File: config.mk
export PLATFORM = sky130hd
export DESIGN_NAME = trap_ctrl
export DESIGN_NICKNAME = d
export VERILOG_FILES = /design/src/rtl/trap_ctrl.sv
export SDC_FILE = /design/constraint.sdc
export NUM_CORES = 1
export LEC_CHECK = 0
export BUFFER_PORTS_ARGS = -buffer_cell sky130_fd_sc_hd__buf_2
export CORE_AREA = 5 5 176 178
export DETAILED_ROUTE_END_ITERATION = 10
export DIE_AREA = 0 0 181 183
export GPL_TIMING_DRIVEN = 0
export HOLD_SLACK_MARGIN = 0.08
export PLACE_DENSITY_LB_ADDON = 0.08
export SLEW_MARGIN = 20
export SYNTH_ARGS = -nofsm -noshare
export SYNTH_HDL_FRONTEND = slang
export SYNTH_SLANG_ARGS = --single-unit
File: constraint.sdc
create_clock -name clk_i -period 3.01 [get_ports clk_i]
set_clock_uncertainty 0.1 [all_clocks]
set_input_delay 0.4515 -clock clk_i [delete_from_list [all_inputs] [get_ports clk_i]]
set_output_delay 0.4515 -clock clk_i [all_outputs]
set_load 0.005 [all_outputs]
File: src/rtl/trap_ctrl.sv
`default_nettype none
// ============================================================================
//  Module   : trap_ctrl
//  Purpose  : Machine-mode trap controller. Accepts one synchronous exception,
//             MRET or external interrupt in IDLE. One cycle later it issues a
//             CSR write strobe plus a pipeline flush. One cycle after that it
//             issues a PC redirect, then returns to IDLE.
//  Revision : 1.0  initial release
// ----------------------------------------------------------------------------
//  Ports
//    clk_i, rst_i          clock (rising edge), synchronous active-high reset
//    valid_i               instruction trap info valid this cycle
//    pc_i, inst_i          PC and encoding of that instruction
//    badaddr_i             faulting address for misaligned accesses
//    exc_i[5:0]            inst_mis, illegal, ebreak, ecall, load_mis, store_mis
//    mret_i                MRET retiring
//    irq_ext_i             external interrupt level
//    mstatus_i..mtvec_i    current CSR values
//    we_exc_o              CSR exception-write strobe (one cycle)
//    mcause_o, mepc_o,
//    mtval_o, mstatus_o    CSR write data, held between events
//    flush_o               pipeline kill (one cycle, with we_exc_o)
//    redirect_o            PC redirect strobe (one cycle)
//    redirect_pc_o         redirect target, held between events
//    busy_o                controller not IDLE; pipeline stalls
//  Configuration
//    TRAP_VECTORED_EN      when defined, interrupts with mtvec_i[1:0]=2'b01
//                          vector to base + 4*cause
// ============================================================================
module trap_ctrl (
    input  logic        clk_i,
    input  logic        rst_i,
    input  logic        valid_i,
    input  logic [31:0] pc_i,
    input  logic [31:0] inst_i,
    input  logic [31:0] badaddr_i,
    input  logic [5:0]  exc_i,
    input  logic        mret_i,
    input  logic        irq_ext_i,
    input  logic [31:0] mstatus_i,
    input  logic [31:0] mie_i,
    input  logic [31:0] mepc_i,
    input  logic [31:0] mcause_i,
    input  logic [31:0] mtval_i,
    input  logic [31:0] mtvec_i,
    output logic        we_exc_o,
    output logic [31:0] mcause_o,
    output logic [31:0] mepc_o,
    output logic [31:0] mtval_o,
    output logic [31:0] mstatus_o,
    output logic        flush_o,
    output logic        redirect_o,
    output logic [31:0] redirect_pc_o,
    output logic        busy_o
);

    localparam logic [31:0] c_IRQ_CAUSE   = 32'h8000_000B;
    localparam logic [31:0] c_IRQ_VEC_OFS = 32'h0000_002C;  // 4 * 11

    typedef enum logic [1:0] {
        S_IDLE     = 2'd0,
        S_TRAP_WR  = 2'd1,
        S_REDIRECT = 2'd2
    } state_t;

    state_t r_state;
    state_t w_state_nxt;

    logic        w_any_exc;
    logic        w_exc_take;
    logic        w_mret_take;
    logic        w_irq_take;
    logic        w_accept;
    logic [31:0] w_cause;
    logic [31:0] w_mtval;
    logic [31:0] w_mstatus;
    logic [31:0] w_mtvec_base;
    logic [31:0] w_trap_target;

    logic        r_we;
    logic        r_flush;
    logic        r_redirect;
    logic [31:0] r_mcause;
    logic [31:0] r_mepc;
    logic [31:0] r_mtval;
    logic [31:0] r_mstatus;
    logic [31:0] r_target;
    logic [31:0] r_redirect_pc;

    // ------------------------------------------------------------------
    // Event acceptance
    // ------------------------------------------------------------------
    assign w_any_exc    = |exc_i;
    assign w_exc_take   = valid_i & w_any_exc;
    assign w_mret_take  = valid_i & mret_i & ~w_any_exc;
    // An interrupt does not need valid_i. It yields to any raised exception
    // flag or MRET in the same cycle, whether or not valid_i is set.
    assign w_irq_take   = irq_ext_i & mstatus_i[3] & mie_i[11]
                        & ~w_any_exc & ~mret_i;
    assign w_accept     = (r_state == S_IDLE)
                        & (w_exc_take | w_mret_take | w_irq_take);
    assign w_mtvec_base = {mtvec_i[31:2], 2'b00};

`ifdef TRAP_VECTORED_EN
    assign w_trap_target = (w_irq_take && (mtvec_i[1:0] == 2'b01))
                         ? (w_mtvec_base + c_IRQ_VEC_OFS) : w_mtvec_base;
`else
    assign w_trap_target = w_mtvec_base;
`endif

    // Fixed-priority cause / tval selection, bit 0 highest.
    always_comb begin
        w_cause = c_IRQ_CAUSE;
        w_mtval = 32'h0;
        if (w_exc_take) begin
            if (exc_i[0]) begin
                w_cause = 32'd0;
                w_mtval = badaddr_i;
            end else if (exc_i[1]) begin
                w_cause = 32'd2;
                w_mtval = inst_i;
            end else if (exc_i[2]) begin
                w_cause = 32'd3;
            end else if (exc_i[3]) begin
                w_cause = 32'd11;
            end else if (exc_i[4]) begin
                w_cause = 32'd4;
                w_mtval = badaddr_i;
            end else begin
                w_cause = 32'd6;
                w_mtval = badaddr_i;
            end
        end
    end

    // mstatus update: trap entry stacks MIE into MPIE; MRET restores it.
    always_comb begin
        w_mstatus        = mstatus_i;
        w_mstatus[12:11] = 2'b11;
        if (w_mret_take) begin
            w_mstatus[3] = mstatus_i[7];
            w_mstatus[7] = 1'b1;
        end else begin
            w_mstatus[7] = mstatus_i[3];
            w_mstatus[3] = 1'b0;
        end
    end

    // ------------------------------------------------------------------
    // FSM
    // ------------------------------------------------------------------
    always_ff @(posedge clk_i) begin
        if (rst_i) begin
            r_state <= S_IDLE;
        end else begin
            r_state <= w_state_nxt;
        end
    end

    always_comb begin
        w_state_nxt = r_state;
        case (r_state)
            S_IDLE:     if (w_accept) w_state_nxt = S_TRAP_WR;
            S_TRAP_WR:  w_state_nxt = S_REDIRECT;
            S_REDIRECT: w_state_nxt = S_IDLE;
            default:    w_state_nxt = S_IDLE;
        endcase
    end

    // ------------------------------------------------------------------
    // Output registers. Data registers only change on acceptance (CSR data)
    // or on entry to REDIRECT (target), so they hold between events.
    // ------------------------------------------------------------------
    always_ff @(posedge clk_i) begin
        if (rst_i) begin
            r_we          <= 1'b0;
            r_flush       <= 1'b0;
            r_redirect    <= 1'b0;
            r_mcause      <= 32'h0;
            r_mepc        <= 32'h0;
            r_mtval       <= 32'h0;
            r_mstatus     <= 32'h0;
            r_target      <= 32'h0;
            r_redirect_pc <= 32'h0;
        end else begin
            r_we       <= w_accept;
            r_flush    <= w_accept;
            r_redirect <= (r_state == S_TRAP_WR);
            if (w_accept) begin
                r_mstatus <= w_mstatus;
                if (w_mret_take) begin
                    r_mcause <= mcause_i;
                    r_mepc   <= mepc_i;
                    r_mtval  <= mtval_i;
                    r_target <= mepc_i;
                end else begin
                    r_mcause <= w_cause;
                    r_mepc   <= {pc_i[31:2], 2'b00};
                    r_mtval  <= w_mtval;
                    r_target <= w_trap_target;
                end
            end
            if (r_state == S_TRAP_WR) begin
                r_redirect_pc <= r_target;
            end
        end
    end

    assign we_exc_o      = r_we;
    assign flush_o       = r_flush;
    assign redirect_o    = r_redirect;
    assign mcause_o      = r_mcause;
    assign mepc_o        = r_mepc;
    assign mtval_o       = r_mtval;
    assign mstatus_o     = r_mstatus;
    assign redirect_pc_o = r_redirect_pc;
    assign busy_o        = (r_state != S_IDLE);

    // Input bits that carry no meaning for this block.
    logic w_unused_bits;
    assign w_unused_bits = ^{pc_i[1:0], mie_i[31:12], mie_i[10:0], mtvec_i[1:0]};

endmodule
`default_nettype wire

==> flow_summary.toml, run 1 <==
[run_status]
status = "finished clean"

[setup_path]
cp-start-kind = "input pin"
r2r_slack_ns = 0.68
timing.rr.start = "r_state[1]"
rr_worst_depth = 6
critPathCapture = "mcause_o[16]"
timing.rr.end = "mcause_o[16]"
worstSetupPathType = "in2reg"
crit_path_end_kind = "flop"
worstSetupStartpoint = "exc_i[1]"
worst-endpoint-required_ns = 3.27
critPathMaxFanout = 10
worstPathArrival_ns = 3.08

[synthesis]
yosysSeqAreaShare = 0.504
async_flop_share = 0
ys_top_cells_by_count = "dfxtp_1, nand2_1, nor2_1, a21oi_1, a311oi_1"
synth_top_area_frac = 0.504
yosysMostFrequentCell = "dfxtp_1"
synthFlopType = "dfxtp_1"
synth_area_leaders = "dfxtp_1, nand2_1, a311oi_1"
synth_nets = 1176
synthDistinctLibCells = 30
postSynthAreaPerCell_um2 = 8.73
syn_area_um2 = 7660
synth_area_leader_cell = "dfxtp_1"
ys_warn_count = 0
synth_edf_count = 0
ys_ff_latch = 193
syn-instance-count = 877

[floorplanning]
rows = 63
core-area_um2 = 29200
initial_utilization = 0.262
die_w_um = 181
ioPinCount = 463
fp.dieArea_um2 = 33100
chipHeight_um = 183

[clock_network]
cts_buffer_depth = 2
clkSinkCount = 193
numCtsBuffers = 17
clk_latency_ns = 0.43
cts-htree-levels = 4
root_buffer = "clkbuf_16"
cts_tree = "done"
clk_pin_slew_ns = 0.08
cts_hold_buf = 0

[cells_and_area]
multi_input_area_um2 = 3440
syn2layout_area_growth_pct = 41.9
fillers = 3191
seq_area_um2 = 3860
layout.cells.non_filler = 1725
nets = 1619
drive_gt1_frac = 0.371
post-route-util = 0.372
final_cell_area_um2 = 10900

[timing]
holdWs_ns = 0.149
rsz0062_at_grt = "no"
worstMarginPinSlew_ns = 0.707
finalMaxSlewViolations = 0
period_minus_slack_ns = 2.82
relSlewSlack = 0.529
timing.fmax_ghz = 0.355
hold_viol = 0
setup_viol = 0
finalSetupTns_ns = 0
finalCritPeriodShare = 0.936

[power_and_ir_drop]
ir_drop_v = 0.000315
powerDensity_nw_per_um2 = 541
power_leakage_uw = 0.00499

[placement]
dp_hpwl_um = 26300
io_buffer_count = 424
dpl_cell_area_um2 = 10300
gp_congestion = 0.800
placed_cells = 1691

[global_routing]
grt-ovfl-total = 0
grt_first_pass_wirelength_um = 49300
grt_max_degree = 19
grt_pass1_vias = 8170
grtUsageTotal = 0.192
grt_antenna_before_repair = 3

[routing]
drt_wl_total_um = 33100
drc = 0
vias = 7954
viasPerCell = 4.61
post_drt_wl_per_cell_um = 19.2
antenna_left = 0
first_iter_violations = 319
dr.pass1.iters = 5

[hold_path]
hold_path.class = "in2reg"

[flow_run]
drv_cap = 0
-- registers in the layout, summed over array words and instances (netlist names) --
signal and count:
flush_o 1, mcause_o 32, mepc_o 32, r_state 2, redirect_o 1, mstatus_o 31, mtval_o 32, r_target 30
redirect_pc_o 32
-- layer usage --
metal  routed length, um  track usage  vias up
met5                  25            0        -
met4                 284       0.0354        4
met3                2210       0.0551       18
met2               16800        0.340      280
met1               13800        0.235     3681
li1                    -            -     3971
-- cell families (layout without fill, tap and decap cells) --
kind of cell,count (synthesis),in the layout,share of synthesized area
buffers and inverters,86,542,0.0484
multiplexers,30,30,0.0392
AND/OR/NAND/NOR,371,371,0.216
other,0,2,0
AO/OA/AOI/OAI,197,197,0.192
flip-flops,193,193,0.504
-- cells in the final DEF (no fill, tap or decap), drive strengths merged, types with 3 or more instances in the layout --
master,count
inv,8
nor3,5
nand2,157
nor2b,36
o21ai,3
clkinv,6
buf,452
o2bb2ai,32
a311oi,61
nand2b,32
nor2,102
nand3,32
dfxtp,193
a21oi,65
mux2i,30
a221oi,33
clkbuf,75
-- per-stage QoR --
step | power, uW | setup WS, ns
after floorplan | 3220 | 0.385
after global placement | 3680 | -0.902
after detailed placement | 3680 | -0.933
after CTS | 5950 | 0.0764
after global routing | 6180 | 0.0249
final | 5880 | 0.194
-- worst min path at each step --
stage	startpoint	to	slack [ns]	cells after the start
finish	mstatus_i[5]	mstatus_o[5]	0.15	3
global route	mstatus_i[1]	mstatus_o[1]	0.13	3
CTS	mstatus_i[5]	mstatus_o[5]	0.13	3
detailed placement	redirect_pc_o[19]	redirect_pc_o[19]	0.34	2
global placement	r_target[23]	redirect_pc_o[23]	0.34	2
floorplan	r_target[10]	redirect_pc_o[10]	0.33	2
-- final cells by class --
cell class | instances | share of cell area
Antenna cell | 2 | 0.000460
Tap cell | 390 | 0.0449
Clock inverter | 12 | 0.0107
Sequential cell | 193 | 0.355
Multi-Input combinational cell | 598 | 0.316
Clock buffer | 20 | 0.0420
Buffer | 83 | 0.0340
Inverter | 3 | 0.00104
Timing Repair Buffer | 424 | 0.195
-- critical path, stage by stage --
cell	delay [ns]
buf_2	0.13
or4_4	0.58
nor3_2	0.36
mux2i_4	0.42
clkbuf_2	0.41
clkbuf_1	0.41
nand3_1	0.13
a21oi_1	0.17
-- report_power, final --
part	switching, uW	internal, uW
logic	462	380
registers	73.9	2700
clock network	1120	1140
-- repair_timing --
action | 4_1_cts | 5_1_grt
endpoints found under the setup margin | 127 | 20
setup buffers | 0 | 0
resized for setup | 8 | 3
(Power assumes the default switching activity.)
==> inputs of run 2 (changes only) <==
--- a/config.mk
+++ b/config.mk
@@ -6,12 +6,14 @@
 export NUM_CORES = 1
 export LEC_CHECK = 0
 export BUFFER_PORTS_ARGS = -buffer_cell sky130_fd_sc_hd__buf_2
-export CORE_AREA = 5 5 176 178
+export CORE_AREA = 5 5 177 179
+export CTS_BUF_LIST = sky130_fd_sc_hd__clkbuf_8
 export DETAILED_ROUTE_END_ITERATION = 10
-export DIE_AREA = 0 0 181 183
+export DIE_AREA = 0 0 182 184
 export GPL_TIMING_DRIVEN = 0
 export HOLD_SLACK_MARGIN = 0.08
 export PLACE_DENSITY_LB_ADDON = 0.08
+export REMOVE_ABC_BUFFERS = 1
 export SLEW_MARGIN = 20
 export SYNTH_ARGS = -nofsm -noshare
 export SYNTH_HDL_FRONTEND = slang
==> flow_summary.toml, run 2 (synthesis gave the netlist of run 1 again) <==
[routing]
post_drt_wl_per_cell_um = 17.3
antenna_left = 0
dr.pass1.iters = 4
first_iter_violations = 268
drc = 0
viasPerCell = 4.62
drt_wl_total_um = 29000
vias = 7765

[floorplanning]
ioPinCount = 463
die_w_um = 182
chipHeight_um = 184
fp.dieArea_um2 = 33500
rows = 63
core-area_um2 = 29400
initial_utilization = 0.261

[cells_and_area]
syn2layout_area_growth_pct = 44.1
final_cell_mix = "buf_2, dfxtp_1, nand2_1"
nets = 1574
layout_commonest_cell = "buf_2"
fillers = 3118
layout.cells.non_filler = 1679
drive_gt1_frac = 0.380

[placement]
dp_hpwl_um = 21400
io_buffer_count = 425
gp_congestion = 0.824
placed_cells = 1629

[timing]
period_minus_slack_ns = 2.81
timing.fmax_ghz = 0.356
worstMarginPinSlew_ns = 0.706
finalSetupTns_ns = 0
finalMaxSlewViolations = 0
setup_viol = 0
finalCritPeriodShare = 0.933
rsz0062_at_grt = "no"
hold_viol = 0
relSlewSlack = 0.519

[global_routing]
grtUsageTotal = 0.162
grt_pass1_vias = 7539
grt_antenna_before_repair = 3
grt_first_pass_wirelength_um = 43600
grt_max_degree = 106
grt-ovfl-total = 0

[clock_network]
cts-htree-levels = 4
post_cts_buffers = 0
clk_pin_slew_ns = 0.12
root_buffer = "clkbuf_8"
numCtsBuffers = 17
cts_buffer_depth = 2
clk_latency_ns = 0.46
clkSinkCount = 193
cts_tree = "done"

[run_status]
status = "finished clean"

[power_and_ir_drop]
seqPwrFrac = 0.511
pwr-share-comb = 0.161
power_leakage_uw = 0.00501
total_power_uw = 5420
powerDensity_nw_per_um2 = 491
internal-power_uw = 3850
p_clk_frac = 0.328
switching_power_uw = 1570
ir_drop_v = 0.000322
swShare = 0.290

[setup_path]
worstPathArrival_ns = 3.08
cp-start-kind = "input pin"
crit_path_end_kind = "flop"
critPathMaxFanout = 26
worst-endpoint-required_ns = 3.28
worstSetupPathType = "in2reg"

[hold_path]
hold_path.class = "in2reg"

[flow_run]
drv_cap = 0
run 2: changes by cell type in the layout (fill, tap and decap cells not counted), sizes merged:
cell | previous run | this run
bufinv | 0 | 1
inv | 8 | 11
clkinvlp | 1 | 2
buf | 452 | 445
clkbuf | 75 | 17
clkinv | 6 | 4
dlygate4sd3 | 0 | 17
diode | 2 | 1
run 2: power groups by stage:
| stage | combinational, uW | clock (uW) | sequential (uW) |
|---|---|---|---|
| after detailed placement | 871 | 0 | 2820 |
| after global routing | 972 | 1960 | 2790 |
| after global placement | 909 | 0 | 2830 |
| after floorplan | 415 | 0 | 2840 |
| final | 874 | 1780 | 2770 |
| after CTS | 890 | 1860 | 2770 |
run 2: worst max-delay path, cell delays in order:
cell	delay [ns]
buf_2	0.16
or4_4	0.57
nor3_2	0.31
mux2i_4	0.69
buf_16	0.24
buf_16	0.18
buf_16	0.17
nor2_1	0.05
a311oi_1	0.23
run 2: worst paths after layout:
path	cells after the start	endpoint	start	slack [ns]
min	3	mstatus_o[6]	mstatus_i[6]	0.12
min reg2reg	2	redirect_pc_o[26]	redirect_pc_o[26]	0.36
max	9	r_target[20]	exc_i[0]	0.20
max reg2reg	7	r_target[20]	r_state[1]	0.60
run 2: layout make-up:
type                    instances  area (um^2)  area share
inverters                       3         11.3     0.00102
well taps                     390          488      0.0442
repair buffers                462         2780       0.252
diodes                          1         2.50    0.000227
multi-input cells             598         3490       0.316
flip-flops and latches        193         3860       0.350
clock inverters                15          173      0.0156
clock buffers                  17          234      0.0212
run 2: through the flow:
step | setup slack, ns | instance area (um^2) | hold WS [ns] | utilization
CTS | 0.205 | 11000 | 0.0819 | 0.375
floorplan | -11.39 | 7300 | 0.326 | -
finish | 0.201 | 11000 | 0.123 | 0.375
global placement | -21.30 | 9920 | 0.340 | 0.337
global route | 0.0600 | 11000 | 0.0834 | 0.375
detailed placement | -0.294 | 10500 | 0.341 | 0.356
run 2: what timing repair did:
action                    in CTS  in global routing
resized for setup              0                  0
hold endpoints to repair      16                  1
hold buffers                  16                  1
run 2: layer usage:
metal  wire length (um)  track usage  up-vias  part of all wire
li1                   -            -     3884                 -
met1              12500        0.203     3599              0.43
met2              14000        0.271      256              0.48
met3               2150       0.0546       24             0.074
met4                446       0.0405        2             0.015
met5                  7            0        -           0.00024
==> inputs of run 3 (changes only) <==
--- a/config.mk
+++ b/config.mk
@@ -12,7 +12,6 @@
 export DIE_AREA = 0 0 182 184
 export GPL_TIMING_DRIVEN = 0
 export HOLD_SLACK_MARGIN = 0.08
-export PLACE_DENSITY_LB_ADDON = 0.08
 export REMOVE_ABC_BUFFERS = 1
 export SLEW_MARGIN = 20
 export SYNTH_ARGS = -nofsm -noshare
==> flow_summary.toml, run 3 (synthesis gave the netlist of run 1 again) <==
[setup_path]
slowest_delay_ns = 0.57
worst-endpoint-required_ns = 3.27
critPathCapture = "mstatus_o[22]"
crit_path_end_kind = "flop"
worstPathArrival_ns = 3.08
rr_worst_depth = 9
crit_path_top_delay_cell = "or4_4"
critPathMaxFanout = 28
crit_chain = "buf_2, or4_4, nor3_2, mux2i_4, buf_8, buf_16, buf_8, buf_16, buf_16, mux2i_1, nor2_1"
timing.rr.start = "r_state[1]"
r2r_slack_ns = 0.59
critical_path_depth = 11
worstSetupPathType = "in2reg"
worstSetupStartpoint = "exc_i[0]"
timing.rr.end = "mstatus_o[22]"
crit_buf_inv = 6
path_delay_family = "buffers and inverters"
cpMostUsedCell = "buf_16"
cp-start-kind = "input pin"

[routing]
drt_wl_total_um = 27700
vias = 7935
drc = 0
dr.pass1.iters = 5
post_drt_wl_per_cell_um = 16.1
viasPerCell = 4.62
antenna_left = 0
first_iter_violations = 319

[cells_and_area]
layout.cells.non_filler = 1716
diodes = 0
syn2layout_area_growth_pct = 48.4
nets = 1612
layout_commonest_cell = "buf_2"
drive_gt1_frac = 0.370
final_cell_mix = "buf_2, dfxtp_1, nand2_1"
post-route-util = 0.387

[clock_network]
cts_resized = 0
clk_pin_slew_ns = 0.11
cts_buffer_depth = 2
cts_tree = "done"
cts-htree-levels = 4
root_buffer = "clkbuf_8"
clk_latency_ns = 0.48
numCtsBuffers = 17
clkSinkCount = 193

[hold_path]
hold_start = "mstatus_i[1]"
hold_path.class = "in2reg"

[timing]
period_minus_slack_ns = 2.82
worstMarginPinSlew_ns = 0.728
hold_viol = 0
relSlewSlack = 0.513
setup_viol = 0
rsz0062_at_grt = "no"
timing.fmax_ghz = 0.355
finalCritPeriodShare = 0.937
layout_setup_ws_ns = 0.190
holdWs_ns = 0.128
finalMaxSlewViolations = 0

[floorplanning]
core-area_um2 = 29400
ioPinCount = 463
die_w_um = 182
initial_utilization = 0.261
rows = 63
fp.dieArea_um2 = 33500
chipHeight_um = 184

[placement]
place_worst_setup_slack_ns = -0.577
gp_congestion = 0.838
placed_cells = 1628
io_buffer_count = 425
dp_hpwl_um = 20300

[power_and_ir_drop]
powerDensity_nw_per_um2 = 480
ir_drop_v = 0.000274
power_leakage_uw = 0.00514

[global_routing]
grt_pass1_vias = 7893
grt_max_degree = 86
grt_first_pass_wirelength_um = 42900
grt_antenna_before_repair = 1
grtUsageTotal = 0.158
grt-ovfl-total = 0

[run_status]
status = "finished clean"

[flow_run]
drv_cap = 0
==> run 3: routing by layer <==
metal,vias to the layer above,wire [um],GRT usage
met5,-,0,0
met4,0,561,0.0489
met3,33,2030,0.0463
met2,293,13800,0.279
met1,3646,11300,0.187
li1,3963,-,-
==> run 3: power by group <==
group	internal, uW	total, uW	switching (uW)
logic	471	896	426
registers	2700	2770	70.1
clock network	762	1790	1030
==> run 3: area by class of cell <==
cell class,instances,area [um^2]
clock buffers,17,234
fillers,2997,18000
inverters,3,11.3
multi-input cells,598,3490
flip-flops and latches,193,3860
repair buffers,500,3110
clock inverters,15,170
well taps,390,488
==> run 3: how the worst min path moves through the flow <==
stage	slack [ns]	depth (start not counted)	to
2_1_floorplan	0.33	2	redirect_pc_o[10]
3_3_place_gp	0.34	2	redirect_pc_o[11]
3_5_place_dp	0.34	2	redirect_pc_o[12]
4_1_cts	0.08	3	r_target[14]
5_1_grt	0.09	3	mcause_o[20]
6_report	0.13	3	mstatus_o[1]
==> run 3: repair_timing <==
action | 4_1_cts | 5_1_grt
hold endpoints to repair | 55 | 0
endpoints found under the setup margin | 1 | 0
setup buffers | 1 | 0
hold buffers | 55 | 0
==> run 3: worst reg2reg max path, cell delays in order (launching register included) <==
cell and delay (ns):
dfxtp_1 0.37, or3_1 0.42, mux2i_4 0.19, buf_8 0.18
buf_16 0.17, buf_8 0.21, buf_16 0.20, buf_16 0.19
mux2i_1 0.23, nor2_1 0.07
==> run 3: stage by stage <==
step           instance area (um^2)  setup TNS (ns)  total power (uW)
3_5_place_dp                  10400          -16.81              3670
4_1_cts                       11400               0              5560
3_3_place_gp                   9920        -2196.68              3710
5_1_grt                       11400               0              5760
2_1_floorplan                  7300        -1369.50              3250
6_report                      11400               0              5460
